## src/rtl/pipe_pkg.sv

```systemverilog
// ============================================================================
// Module : pipe_pkg
// Brief  : Shared state encoding and stage indices for the pipeline controller.
// Rev    : 1.0  initial release
// ============================================================================
`default_nettype none

package pipe_pkg;

    typedef enum logic [0:0] {
        RUN   = 1'b0,
        FLUSH = 1'b1
    } state_t;

    localparam int unsigned ID         = 0;
    localparam int unsigned EX         = 1;
    localparam int unsigned MEM        = 2;
    localparam int unsigned WB         = 3;
    localparam int unsigned NUM_STAGES = 4;

endpackage

`default_nettype wire

```

## src/rtl/pipe_ctrl_stage_valid_reg.sv

```systemverilog
// ============================================================================
// Module : stage_valid_reg
// Brief  : Valid bit of one pipeline register; flush beats load beats drain.
// Rev    : 1.0  initial release
// ============================================================================
`default_nettype none

module stage_valid_reg (
    input  logic clk,
    input  logic reset,
    input  logic in_fire,
    input  logic out_fire,
    input  logic flush,
    output logic valid
);

    logic r_valid;

    always_ff @(posedge clk) begin
        if (reset) begin
            r_valid <= 1'b0;
        end else if (flush) begin
            r_valid <= 1'b0;
        end else if (in_fire) begin
            r_valid <= 1'b1;
        end else if (out_fire) begin
            r_valid <= 1'b0;
        end
    end

    assign valid = r_valid;

endmodule

`default_nettype wire

```

## src/rtl/pipe_ctrl.sv

```systemverilog
// ============================================================================
// Module : pipe_ctrl
// Brief  : Five-stage pipeline handshake, exception flush and retire counter.
// Rev    : 1.0  initial release
// ============================================================================
`default_nettype none

module pipe_ctrl
    import pipe_pkg::*;
#(
    parameter int CNT_W = 32
) (
    input  logic             clk,
    input  logic             reset,
    input  logic             IF_over,
    input  logic             ID_over,
    input  logic             EX_over,
    input  logic             MEM_over,
    input  logic             WB_over,
    input  logic             WB_exc,
    input  logic             if_addr_ok,
    output logic             ID_allow_in,
    output logic             EX_allow_in,
    output logic             MEM_allow_in,
    output logic             WB_allow_in,
    output logic             cancel,
    output logic [3:0]       stage_valid,
    output logic [CNT_W-1:0] retired
);

    state_t           r_state;
    state_t           w_state_next;
    logic [CNT_W-1:0] r_retired;
    logic [3:0]       w_valid;
    logic [3:0]       w_over;
    logic [3:0]       w_chain;
    logic [3:0]       w_allow;
    logic [3:0]       w_in_fire;
    logic [3:0]       w_out_fire;
    logic             w_commit;
    logic             w_exc_commit;
    logic             w_open;
    logic             w_flush;

    assign w_over = {WB_over, MEM_over, EX_over, ID_over};

    // Back-pressure chain, resolved from WB toward ID in one cycle.
    always_comb begin
        w_chain     = '0;
        w_chain[WB] = ~w_valid[WB] | WB_over;
        for (int s = int'(MEM); s >= int'(ID); s--) begin
            w_chain[s] = ~w_valid[s] | (w_over[s] & w_chain[s+1]);
        end
    end

    assign w_commit     = (r_state == RUN) & w_valid[WB] & WB_over;
    assign w_exc_commit = w_commit & WB_exc;
    // Freeze on exception commit and throughout the flush; if_addr_ok stays out.
    assign w_open       = (r_state == RUN) & ~w_exc_commit;
    assign w_allow      = w_chain & {4{w_open}};
    assign w_flush      = cancel & if_addr_ok;

    always_comb begin
        w_in_fire      = '0;
        w_out_fire     = '0;
        w_in_fire[ID]  = IF_over & w_allow[ID];
        for (int s = int'(ID); s < int'(WB); s++) begin
            w_in_fire[s+1] = w_valid[s] & w_over[s] & w_allow[s+1];
            w_out_fire[s]  = w_in_fire[s+1];
        end
        w_out_fire[WB] = w_commit;
    end

    generate
        for (genvar g = 0; g < NUM_STAGES; g++) begin : g_stage
            stage_valid_reg u_valid (
                .clk      (clk),
                .reset    (reset),
                .in_fire  (w_in_fire[g]),
                .out_fire (w_out_fire[g]),
                .flush    (w_flush),
                .valid    (w_valid[g])
            );
        end
    endgenerate

    always_comb begin
        w_state_next = r_state;
        case (r_state)
            RUN:     if (w_exc_commit) w_state_next = FLUSH;
            FLUSH:   if (if_addr_ok)   w_state_next = RUN;
            default: w_state_next = RUN;
        endcase
    end

    always_ff @(posedge clk) begin
        if (reset) begin
            r_state   <= RUN;
            r_retired <= '0;
        end else begin
            r_state <= w_state_next;
            if (w_commit && !WB_exc) begin
                r_retired <= r_retired + 1'b1;
            end
        end
    end

    assign cancel       = (r_state == FLUSH);
    assign ID_allow_in  = w_allow[ID];
    assign EX_allow_in  = w_allow[EX];
    assign MEM_allow_in = w_allow[MEM];
    assign WB_allow_in  = w_allow[WB];
    assign stage_valid  = w_valid;
    assign retired      = r_retired;

endmodule

`default_nettype wire

```

## config.mk

```make
export PLATFORM = sky130hd
export DESIGN_NAME = pipe_ctrl
export DESIGN_NICKNAME = d
export VERILOG_FILES = /design/src/rtl/pipe_pkg.sv /design/src/rtl/pipe_ctrl_stage_valid_reg.sv /design/src/rtl/pipe_ctrl.sv
export SDC_FILE = /design/constraint.sdc
export NUM_CORES = 1
export LEC_CHECK = 0
export CAP_MARGIN = 20
export CORE_ASPECT_RATIO = 0.9
export CORE_MARGIN = 4
export CORE_UTILIZATION = 47
export DETAILED_ROUTE_END_ITERATION = 10
export PLACE_DENSITY = 0.79
export SLEW_MARGIN = 20
export SYNTH_ARGS = -nofsm -noshare
export SYNTH_HDL_FRONTEND = slang
export SYNTH_SLANG_ARGS = --single-unit
```

## constraint.sdc

```tcl
create_clock -name clk -period 2.4 [get_ports clk]
set_clock_uncertainty 0.05 [all_clocks]
set_input_delay 0.48 -clock clk [delete_from_list [all_inputs] [get_ports clk]]
set_output_delay 0.48 -clock clk [all_outputs]
set_load 0.005 [all_outputs]
```

# Word-level counts from Yosys, hierarchy flattened
# Cells that the tools add are included.
# totals
output_inout_bits,41
word_cells,51
inputBits,9
ff_bits,37
# classes
bitwise_logic,26
muxes,11
n_reduce_logical,7
addsub,1
# ops
op,count
"32-bit by 1-bit adder with 32-bit output, second input constant",1
1-bit AND,15
1-bit two-way mux,10
2-bit nonzero test,4
1-bit inverter,6
4-bit AND,1
1-bit OR,4
1-bit case mux with 2 select lines,1
2-bit OR reduction,1
1-bit logical AND,1
1-bit logical NOT,1

# Logic depth before layout (Yosys ltp)
# Gate-level depths: netlist of run 1.
# logic_depth
ltp_word,12
depth_mapped,6
ltp_nobuf,6

# Modules after synthesis
# A second synthesis of run 1 with hierarchy kept.
# unflattened
hier_cells,204
hier_area_um2,1786.7
# by_module_without_submodules
module,cells_each,area_each_um2,n_inst,seq_area_each_um2
pipe_ctrl,188,1606.5,1,660.6
stage_valid_reg,4,45.0,4,20.0

# Least setup slack after synthesis of run 1
# OpenSTA, ideal clock, no wires.
# synth_path
path_kind,reg-to-output
startpoint,register g_stage[3].u_valid.r_valid
endpoint,output port ID_allow_in
path_slack_ns,0.578
stages_incl_launch_ff,6
required_ns,1.870
t_arrival_ns,1.292
n_path_buf,0
path_cell_list,dfxtp_1 > or2b_1 > a21boi_0 > o21a_1 > nand2b_1 > a21oi_1
# synth_between
elab_chain_len,9
elab_cells_between_ends,14
cone_classes,bitwise: 14
# synth_rtl
element,line,text
"start, declared",pipe_ctrl_stage_valid_reg.sv:17,logic r_valid;
"start signal, assigned",pipe_ctrl_stage_valid_reg.sv:21,r_valid <= 1'b0;
"start signal, assigned",pipe_ctrl_stage_valid_reg.sv:23,r_valid <= 1'b0;
"start signal, assigned",pipe_ctrl_stage_valid_reg.sv:25,r_valid <= 1'b1;
1-bit inverter,pipe_ctrl.sv:50,w_chain[WB] = ~w_valid[WB] | WB_over;
1-bit OR,pipe_ctrl.sv:50,
1-bit AND,pipe_ctrl.sv:52,w_chain[s] = ~w_valid[s] | (w_over[s] & w_chain[s+1]);
1-bit OR,pipe_ctrl.sv:52,
1-bit AND,pipe_ctrl.sv:52,
1-bit OR,pipe_ctrl.sv:52,
1-bit AND,pipe_ctrl.sv:52,
1-bit OR,pipe_ctrl.sv:52,
4-bit AND (*),pipe_ctrl.sv:60,assign w_allow = w_chain & {4{w_open}};
"end, declared",pipe_ctrl.sv:22,"output logic ID_allow_in,"
# Every way passes the cells marked *; elsewhere a longest branch is shown, timed or not.

# Worst setup path in the final report of run 1
# layout_path
startpoint,input port MEM_over
endpoint,output port ID_allow_in
# layout_between
elab_chain_len,7
# layout_rtl
element,line,text
"start, declared",pipe_ctrl.sv:18,"input logic MEM_over,"
1-bit AND,pipe_ctrl.sv:52,
1-bit OR,pipe_ctrl.sv:52,
1-bit AND,pipe_ctrl.sv:52,
1-bit OR,pipe_ctrl.sv:52,
1-bit AND,pipe_ctrl.sv:52,
1-bit OR,pipe_ctrl.sv:52,
4-bit AND,pipe_ctrl.sv:60,
# Every way passes these cells.

==> metrics.txt, run 1 <==
# TYPE chip_impl_metric gauge
chip_impl_metric{name="finalSetupViolations",unit=""} 0
chip_impl_metric{name="fin_tns_setup",unit="ns"} 0
chip_impl_metric{name="grt_first_pass_wirelength",unit="mm"} 6.361
chip_impl_info{name="status",value="finished clean"} 1
chip_impl_metric{name="route.detailed.wl_per_inst",unit="µm"} 12.27
chip_impl_metric{name="yosysWarningCount",unit=""} 0
chip_impl_info{name="yosys.cell_count.top_type",value="sky130_fd_sc_hd__nor2_1"} 1
chip_impl_metric{name="crit_buf_inv",unit=""} 2
chip_impl_metric{name="report.final.hold_viol_count",unit=""} 0
chip_impl_metric{name="hold_path_depth",unit=""} 2
chip_impl_metric{name="slew_of_the_pin_with_the_lowest_slew_margin",unit="ns"} 0.5028
chip_impl_info{name="synth_largest_area_cell",value="sky130_fd_sc_hd__dfxtp_1"} 1
chip_impl_metric{name="final_max_slew_viol_count",unit=""} 0
chip_impl_metric{name="fin_util",unit="%"} 67.81
chip_impl_metric{name="input_output_buffers",unit=""} 49
chip_impl_metric{name="via_count",unit=""} 1579
chip_impl_metric{name="worst-r2r-cell-count",unit=""} 5
chip_impl_metric{name="synth-seq-cells",unit=""} 37
chip_impl_metric{name="cts_buffers",unit=""} 5
chip_impl_metric{name="maxClockFrequency",unit="MHz"} 438.2
chip_impl_metric{name="filler_cells",unit=""} 309
chip_impl_metric{name="track_usage",unit="%"} 16.89
chip_impl_metric{name="fp-row-count",unit=""} 21
chip_impl_metric{name="placeableCoreArea",unit="mm²"} 0.003705
chip_impl_metric{name="crit_cells",unit=""} 6
chip_impl_metric{name="power-per-cell-area",unit="mW/mm²"} 456.0
chip_impl_metric{name="cts_num_sinks",unit=""} 37
chip_impl_metric{name="number_of_global_route_vias_before_repair",unit=""} 1419
chip_impl_metric{name="wl",unit="mm"} 3.815
chip_impl_info{name="crit_type",value="input port to primary output"} 1
chip_impl_metric{name="stage_delay_of_the_slowest_cell_on_the_critical_path",unit="ns"} 0.50
chip_impl_metric{name="final_critical_path_share_of_the_clock_period",unit="%"} 95.09
chip_impl_metric{name="floorplan.initialDensity",unit="%"} 48.50
chip_impl_info{name="timing.hold.worst.class",value="flip-flop to flip-flop"} 1
chip_impl_metric{name="pin_count_of_the_biggest_net_entering_global_routing",unit=""} 24
chip_impl_metric{name="synth.yosys.seq_area_share",unit="%"} 41.23
chip_impl_metric{name="leakagePower",unit="nW"} 0.9185
chip_impl_info{name="synth_common_cells",value="42 x sky130_fd_sc_hd__nor2_1, 37 x sky130_fd_sc_hd__dfxtp_1, 20 x sky130_fd_sc_hd__xor2_1, 14 x sky130_fd_sc_hd__nand2_1, 13 x sky130_fd_sc_hd__nand3_1"} 1
chip_impl_metric{name="global_route.overflow_total",unit=""} 0
chip_impl_metric{name="syn2layout_area_growth",unit="%"} 39.83
chip_impl_metric{name="slew_headroom",unit="%"} 66.38
chip_impl_metric{name="die_area",unit="mm²"} 0.004877
chip_impl_metric{name="ir_drop",unit="mV"} 0.2911
chip_impl_metric{name="die-height",unit="µm"} 66.66
chip_impl_info{name="synth_top_cells_by_area",value="sky130_fd_sc_hd__dfxtp_1 41%, sky130_fd_sc_hd__xor2_1 9.7%, sky130_fd_sc_hd__nor2_1 8.8%"} 1
chip_impl_metric{name="synth.top_cell.area_share",unit="%"} 41.23
chip_impl_info{name="path_cells",value="clkdlybuf4s50_1 > a21boi_2 > o21a_1 > nand2b_1 > a21oi_1 > clkdlybuf4s15_1"} 1
chip_impl_metric{name="detail_route.first_pass.iterations",unit=""} 4
chip_impl_metric{name="num_antenna_cells",unit=""} 0
chip_impl_info{name="critPathCaptureType",value="primary output"} 1
chip_impl_metric{name="gpl_wtd_cong",unit=""} 0.7681
chip_impl_metric{name="fin_nets",unit=""} 274
chip_impl_metric{name="worst_ep_arrival_time",unit="ns"} 1.75
chip_impl_info{name="cpMaxStageDelayCell",value="sky130_fd_sc_hd__clkdlybuf4s50_1"} 1
chip_impl_metric{name="cts_setup_buffers",unit=""} 0
chip_impl_metric{name="number_of_gates_given_a_new_drive_strength_after_cts",unit=""} 12
chip_impl_metric{name="via_per_inst",unit=""} 5.077
chip_impl_metric{name="clkTransAtPathRegs",unit="ns"} 0.07
chip_impl_metric{name="detailedRoute.firstIterationViolations",unit=""} 96
chip_impl_info{name="critPathTopFamily",value="buffers and inverters"} 1
chip_impl_info{name="critPathLaunchType",value="input port"} 1
chip_impl_metric{name="drive_gt1_share",unit="%"} 12.83
chip_impl_metric{name="cts_hold_repair.buffers",unit=""} 0
chip_impl_info{name="cts_tree",value="built"} 1
chip_impl_metric{name="drc_errors",unit=""} 0
chip_impl_metric{name="postSynthAreaPerCell",unit="µm²"} 8.765
chip_impl_metric{name="dp_hpwl",unit="mm"} 2.824
chip_impl_metric{name="synth.lib_cells_used.distinct",unit=""} 37
chip_impl_metric{name="timing.max_cap.violations",unit=""} 0
chip_impl_metric{name="period_needed",unit="ns"} 2.282
chip_impl_metric{name="top_level_ports",unit=""} 50
chip_impl_metric{name="initial_antenna_violation_count",unit=""} 0
chip_impl_metric{name="die-width",unit="µm"} 73.18
chip_impl_metric{name="syn_inst",unit=""} 205
chip_impl_metric{name="synthesized_cell_area",unit="mm²"} 0.001797
chip_impl_metric{name="crit_path_max_fanout",unit=""} 3
chip_impl_metric{name="timing.critical_path.required",unit="ns"} 1.87
chip_impl_metric{name="clk_path_buf_depth",unit=""} 2
chip_impl_info{name="synth_flop_cell",value="sky130_fd_sc_hd__dfxtp_1"} 1
chip_impl_info{name="grt_setup_unrepaired",value="false"} 1
chip_impl_metric{name="syn-num-nets",unit=""} 215
chip_impl_metric{name="asr_flop_ratio_synth",unit="%"} 0
chip_impl_metric{name="worstSkewPairLatency",unit="ns"} 0.29
chip_impl_metric{name="edff_count_synth",unit=""} 0
chip_impl_metric{name="clock_tree.htree_level_count",unit=""} 2
chip_impl_metric{name="post_detailed_route_count_of_antenna_violating_nets",unit=""} 0
chip_impl_info{name="cts.root.buffer_cell",value="sky130_fd_sc_hd__clkbuf_8"} 1
[state kept, by name, indices dropped and copies added (netlist names)]
| signal | flops |
|---|---|
| cancel | 1 |
| g_stage.u_valid.valid | 4 |
| retired | 32 |
[logic make-up (layout without fill, tap and decap cells)]
kind of cell / Yosys count / in the layout / share of synthesized area, %
mux: 2 / 2 / 1.184
compound gates: 13 / 13 / 4.458
fa+ha+maj: 1 / 1 / 0.6963
buf+inv: 15 / 75 / 4.387
xor+xnor: 31 / 31 / 15.11
simple gates: 106 / 106 / 32.94
flops: 37 / 37 / 41.23
[final cells by class]
| cell class | count | area [µm²] | share of cell area [%] |
|---|---|---|---|
| Clock inverter | 1 | 5.005 | 0.1992 |
| Tap cell | 46 | 57.56 | 2.291 |
| Clock buffer | 7 | 96.34 | 3.835 |
| Timing Repair Buffer | 61 | 591.8 | 23.56 |
| Inverter | 6 | 22.52 | 0.8964 |
| Sequential cell | 37 | 740.7 | 29.48 |
| Multi-Input combinational cell | 153 | 998.5 | 39.74 |
[worst min-delay path, cell delays in order (launching register included)]
cell and delay, ns:
sky130_fd_sc_hd__dfxtp_1 0.33, sky130_fd_sc_hd__nand3_1 0.07, sky130_fd_sc_hd__a21oi_1 0.06
[power breakdown]
group | internal [mW] | total, mW | leakage, nW | switching [mW]
sequential | 0.616 | 0.619 | 0.298 | 0.00245
combinational | 0.0298 | 0.0542 | 0.566 | 0.0244
clock | 0.259 | 0.473 | 0.0542 | 0.213
[layout by cell type, fill, tap and decap left out, types with 4 or more instances in the layout]
cell,n
sky130_fd_sc_hd__xor2_1,20
sky130_fd_sc_hd__and3_1,4
sky130_fd_sc_hd__nand2_1,14
sky130_fd_sc_hd__nand4_1,11
sky130_fd_sc_hd__nor3_1,5
sky130_fd_sc_hd__nand3_1,13
sky130_fd_sc_hd__inv_1,6
sky130_fd_sc_hd__dfxtp_1,37
sky130_fd_sc_hd__dlygate4sd2_1,4
sky130_fd_sc_hd__clkbuf_8,7
sky130_fd_sc_hd__xnor2_1,11
sky130_fd_sc_hd__buf_4,10
sky130_fd_sc_hd__a21oi_1,5
sky130_fd_sc_hd__clkdlybuf4s50_1,44
sky130_fd_sc_hd__nor2_1,42
[per-stage QoR]
stage / area, µm² / hold slack [ns] / power, mW / setup WS, ns / std cells
global route: 2512 / 0.4927 / 1.185 / 0.06685 / 311
detailed placement: 2391 / 0.4466 / 0.6869 / -0.3194 / 303
CTS: 2512 / 0.4584 / 1.163 / 0.1190 / 311
global placement: 2391 / 0.4394 / 0.6867 / -0.2931 / 303
finish: 2512 / 0.4553 / 1.146 / 0.1180 / 311
floorplan: 1797 / 0.4157 / 0.6536 / 0.5776 / 205
[per-layer routing]
layer	vias up	global-route usage (%)	part of all wire, %
li1	810	-	-
met1	726	22.08	48
met2	34	25.78	45
met3	9	4.223	4.9
met4	0	8.065	1.9
met5	-	0	0
[final timing paths]
path	startpoint	endpoint	slack [ns]
hold reg to reg	g_stage[2].u_valid.valid$_SDFFE_PP0P_	g_stage[3].u_valid.valid$_SDFFE_PP0P_	0.46
hold / removal	g_stage[2].u_valid.valid$_SDFFE_PP0P_	g_stage[3].u_valid.valid$_SDFFE_PP0P_	0.46
setup reg to reg	cancel$_SDFF_PP0_	retired[13]$_SDFFE_PP0P_	0.66
setup / recovery	MEM_over	ID_allow_in	0.12
Note: power is estimated with default switching activity, not from simulation.
==> inputs of run 2 (changes only) <==
--- a/config.mk
+++ b/config.mk
@@ -11,7 +11,6 @@
 export CORE_UTILIZATION = 47
 export DETAILED_ROUTE_END_ITERATION = 10
 export PLACE_DENSITY = 0.79
-export SLEW_MARGIN = 20
 export SYNTH_ARGS = -nofsm -noshare
 export SYNTH_HDL_FRONTEND = slang
 export SYNTH_SLANG_ARGS = --single-unit
==> results of run 2 <==
Final layout, timing and power as in run 1 (identical DEF).
==> inputs of run 3 (changes only) <==
--- a/config.mk
+++ b/config.mk
@@ -6,11 +6,12 @@
 export NUM_CORES = 1
 export LEC_CHECK = 0
 export CAP_MARGIN = 20
-export CORE_ASPECT_RATIO = 0.9
+export CORE_ASPECT_RATIO = 1.75
 export CORE_MARGIN = 4
 export CORE_UTILIZATION = 47
 export DETAILED_ROUTE_END_ITERATION = 10
-export PLACE_DENSITY = 0.79
+export PLACE_DENSITY = 0.83
+export SKIP_CTS_REPAIR_TIMING = 1
 export SYNTH_ARGS = -nofsm -noshare
 export SYNTH_HDL_FRONTEND = slang
 export SYNTH_SLANG_ARGS = --single-unit
==> run 3 against run 2 <==
  * Core utilization grew 2.1 points
  * Flip-flop and latch count is the same
  * Critical path depth rose by 1
  * Maximum frequency decreased by 1.1%
  * Register-to-register slack hardly changed
  * Cell area grew 2.0%
  * Non-clock buffer count grew 3
  * Largest cell class unchanged
  * Largest power group unchanged
==> metrics.txt, run 3 (synthesis gave the netlist of run 1 again) <==
# TYPE chip_impl_metric gauge
chip_impl_metric{name="final_critical_path_share_of_the_clock_period",unit="%"} 96.13
chip_impl_metric{name="fin_nets",unit=""} 277
chip_impl_info{name="timing.hold.worst.class",value="flip-flop to flip-flop"} 1
chip_impl_metric{name="report.final.hold_viol_count",unit=""} 0
chip_impl_metric{name="worst_ep_arrival_time",unit="ns"} 1.78
chip_impl_metric{name="maxClockFrequency",unit="MHz"} 433.4
chip_impl_metric{name="num_antenna_cells",unit=""} 0
chip_impl_metric{name="worst-r2r-cell-count",unit=""} 5
chip_impl_metric{name="crit_path_max_fanout",unit=""} 2
chip_impl_metric{name="die-width",unit="µm"} 54.74
chip_impl_metric{name="slew_of_the_pin_with_the_lowest_slew_margin",unit="ns"} 0.3922
chip_impl_metric{name="use_met1",unit="%"} 19.77
chip_impl_metric{name="gpl_wtd_cong",unit=""} 0.7617
chip_impl_metric{name="largest_register_ffs",unit=""} 32
chip_impl_metric{name="use_met2",unit="%"} 32.31
chip_impl_metric{name="timing.max_cap.violations",unit=""} 0
chip_impl_metric{name="clk_path_buf_depth",unit=""} 2
chip_impl_metric{name="clock_tree.htree_level_count",unit=""} 2
chip_impl_metric{name="hold_path_depth",unit=""} 2
chip_impl_metric{name="dpl.cell_count",unit=""} 304
chip_impl_metric{name="top_level_ports",unit=""} 50
chip_impl_metric{name="fp-row-count",unit=""} 29
chip_impl_metric{name="slew_headroom",unit="%"} 73.66
chip_impl_metric{name="via_count",unit=""} 1643
chip_impl_info{name="crit_type",value="input port to primary output"} 1
chip_impl_info{name="layout.cells.most_common_list",value="43 x sky130_fd_sc_hd__clkdlybuf4s50_1, 41 x sky130_fd_sc_hd__nor2_1, 37 x sky130_fd_sc_hd__dfxtp_1"} 1
chip_impl_metric{name="detailedRoute.firstIterationViolations",unit=""} 34
chip_impl_info{name="cts_tree",value="built"} 1
chip_impl_metric{name="leakagePower",unit="nW"} 0.9648
chip_impl_metric{name="input_output_buffers",unit=""} 49
chip_impl_metric{name="worstSkewPairLatency",unit="ns"} 0.28
chip_impl_metric{name="die-height",unit="µm"} 89.79
chip_impl_metric{name="track_usage",unit="%"} 18.18
chip_impl_metric{name="final_max_slew_viol_count",unit=""} 0
chip_impl_info{name="regToRegEndpoint",value="retired[22]$_SDFFE_PP0P_"} 1
chip_impl_info{name="critPathLaunchType",value="input port"} 1
chip_impl_metric{name="period_needed",unit="ns"} 2.307
chip_impl_info{name="hold_path_end",value="retired[1]$_SDFFE_PP0P_"} 1
chip_impl_metric{name="floorplan.initialDensity",unit="%"} 49.03
chip_impl_metric{name="drive_gt1_share",unit="%"} 14.18
chip_impl_metric{name="cts_buffers",unit=""} 5
chip_impl_metric{name="clkTransAtPathRegs",unit="ns"} 0.07
chip_impl_metric{name="wl",unit="mm"} 4.232
chip_impl_metric{name="finalSetupViolations",unit=""} 0
chip_impl_metric{name="ir_drop",unit="mV"} 0.4476
chip_impl_metric{name="drc_errors",unit=""} 0
chip_impl_info{name="status",value="finished clean"} 1
chip_impl_metric{name="syn2layout_area_growth",unit="%"} 42.69
chip_impl_metric{name="grtUsageMet3",unit="%"} 3.642
chip_impl_info{name="grt_busiest_layer",value="met2"} 1
chip_impl_metric{name="power-per-cell-area",unit="mW/mm²"} 480.0
chip_impl_info{name="min_from",value="retired[1]$_SDFFE_PP0P_"} 1
chip_impl_info{name="cts.root.buffer_cell",value="sky130_fd_sc_hd__clkbuf_8"} 1
chip_impl_metric{name="filler_cells",unit=""} 296
chip_impl_metric{name="route.detailed.wl_per_inst",unit="µm"} 13.48
chip_impl_metric{name="fin_util",unit="%"} 69.96
chip_impl_metric{name="initial_antenna_violation_count",unit=""} 0
chip_impl_metric{name="die_area",unit="mm²"} 0.004915
chip_impl_metric{name="stdcell_count",unit=""} 314
chip_impl_metric{name="ff2ff_setup_slack",unit="ns"} 0.67
chip_impl_metric{name="placeableCoreArea",unit="mm²"} 0.003665
chip_impl_metric{name="timing.critical_path.required",unit="ns"} 1.87
chip_impl_metric{name="pin_count_of_the_biggest_net_entering_global_routing",unit=""} 19
chip_impl_info{name="worst_r2r_startpoint",value="retired[14]$_SDFFE_PP0P_"} 1
chip_impl_metric{name="dp_hpwl",unit="mm"} 3.056
chip_impl_info{name="critPathCaptureType",value="primary output"} 1
chip_impl_metric{name="via_per_inst",unit=""} 5.232
chip_impl_metric{name="post_detailed_route_count_of_antenna_violating_nets",unit=""} 0
chip_impl_metric{name="detail_route.first_pass.iterations",unit=""} 4
chip_impl_metric{name="number_of_global_route_vias_before_repair",unit=""} 1653
chip_impl_metric{name="cts_num_sinks",unit=""} 37
chip_impl_info{name="grt_setup_unrepaired",value="false"} 1
chip_impl_metric{name="global_route.overflow_total",unit=""} 0
chip_impl_info{name="layout.cells.most_common",value="sky130_fd_sc_hd__clkdlybuf4s50_1"} 1
chip_impl_metric{name="grt_first_pass_wirelength",unit="mm"} 7.010
[run 3: layout make-up]
type / instances / area (µm²) / share of cell area, %
inverter: 6 / 22.52 / 0.8785
clock inverter: 2 / 37.54 / 1.464
multi-input combinational: 153 / 1001 / 39.04
timing repair buffer: 64 / 621.8 / 24.26
clock buffer: 6 / 82.58 / 3.221
sequential: 37 / 740.7 / 28.89
tap: 46 / 57.56 / 2.245
[run 3: per-stage QoR]
step	total power [mW]	worst slack, ns	hold slack [ns]	cell area [µm²]	TNS (ns)
final	1.231	0.09279	0.4426	2564	0
after global routing	1.264	0.04348	0.4802	2564	0
after CTS	1.241	-0.3678	0.4463	2506	-0.8434
after detailed placement	0.6863	-0.3659	0.4359	2386	-0.8305
after global placement	0.6854	-0.2750	0.4308	2386	-0.5962
after floorplan	0.6536	0.5776	0.4157	1797	0
[run 3: power by group]
part / switching (mW) / leakage (nW) / internal, mW / total [mW]
Clock: 0.218 / 0.0574 / 0.338 / 0.556
Combinational: 0.0257 / 0.609 / 0.0304 / 0.0561
Sequential: 0.00260 / 0.298 / 0.616 / 0.619
[run 3: critical path: stages]
cell and delay, ns:
sky130_fd_sc_hd__clkdlybuf4s50_1 0.48, sky130_fd_sc_hd__inv_1 0.05, sky130_fd_sc_hd__o21a_1 0.18, sky130_fd_sc_hd__buf_4 0.14
sky130_fd_sc_hd__nand2b_1 0.14, sky130_fd_sc_hd__a21oi_1 0.16, sky130_fd_sc_hd__dlymetal6s2s_1 0.15
[run 3: per-layer routing]
metal | wire (µm) | up-vias
met5 | 0 | -
met4 | 69 | 0
met3 | 186 | 6
met2 | 2346 | 45
met1 | 1630 | 777
li1 | - | 815
[run 3: worst max path at each step]
| stage | startpoint | end | slack [ns] | cells after the start |
|---|---|---|---|---|
| global route | EX_over | ID_allow_in | 0.04 | 7 |
| detailed placement | WB_over | ID_allow_in | -0.37 | 7 |
| CTS | WB_over | ID_allow_in | -0.37 | 7 |
| global placement | WB_over | ID_allow_in | -0.27 | 7 |
| finish | EX_over | ID_allow_in | 0.09 | 7 |
| floorplan | g_stage[3].u_valid.valid$_SDFFE_PP0P_ | ID_allow_in | 0.58 | 5 |
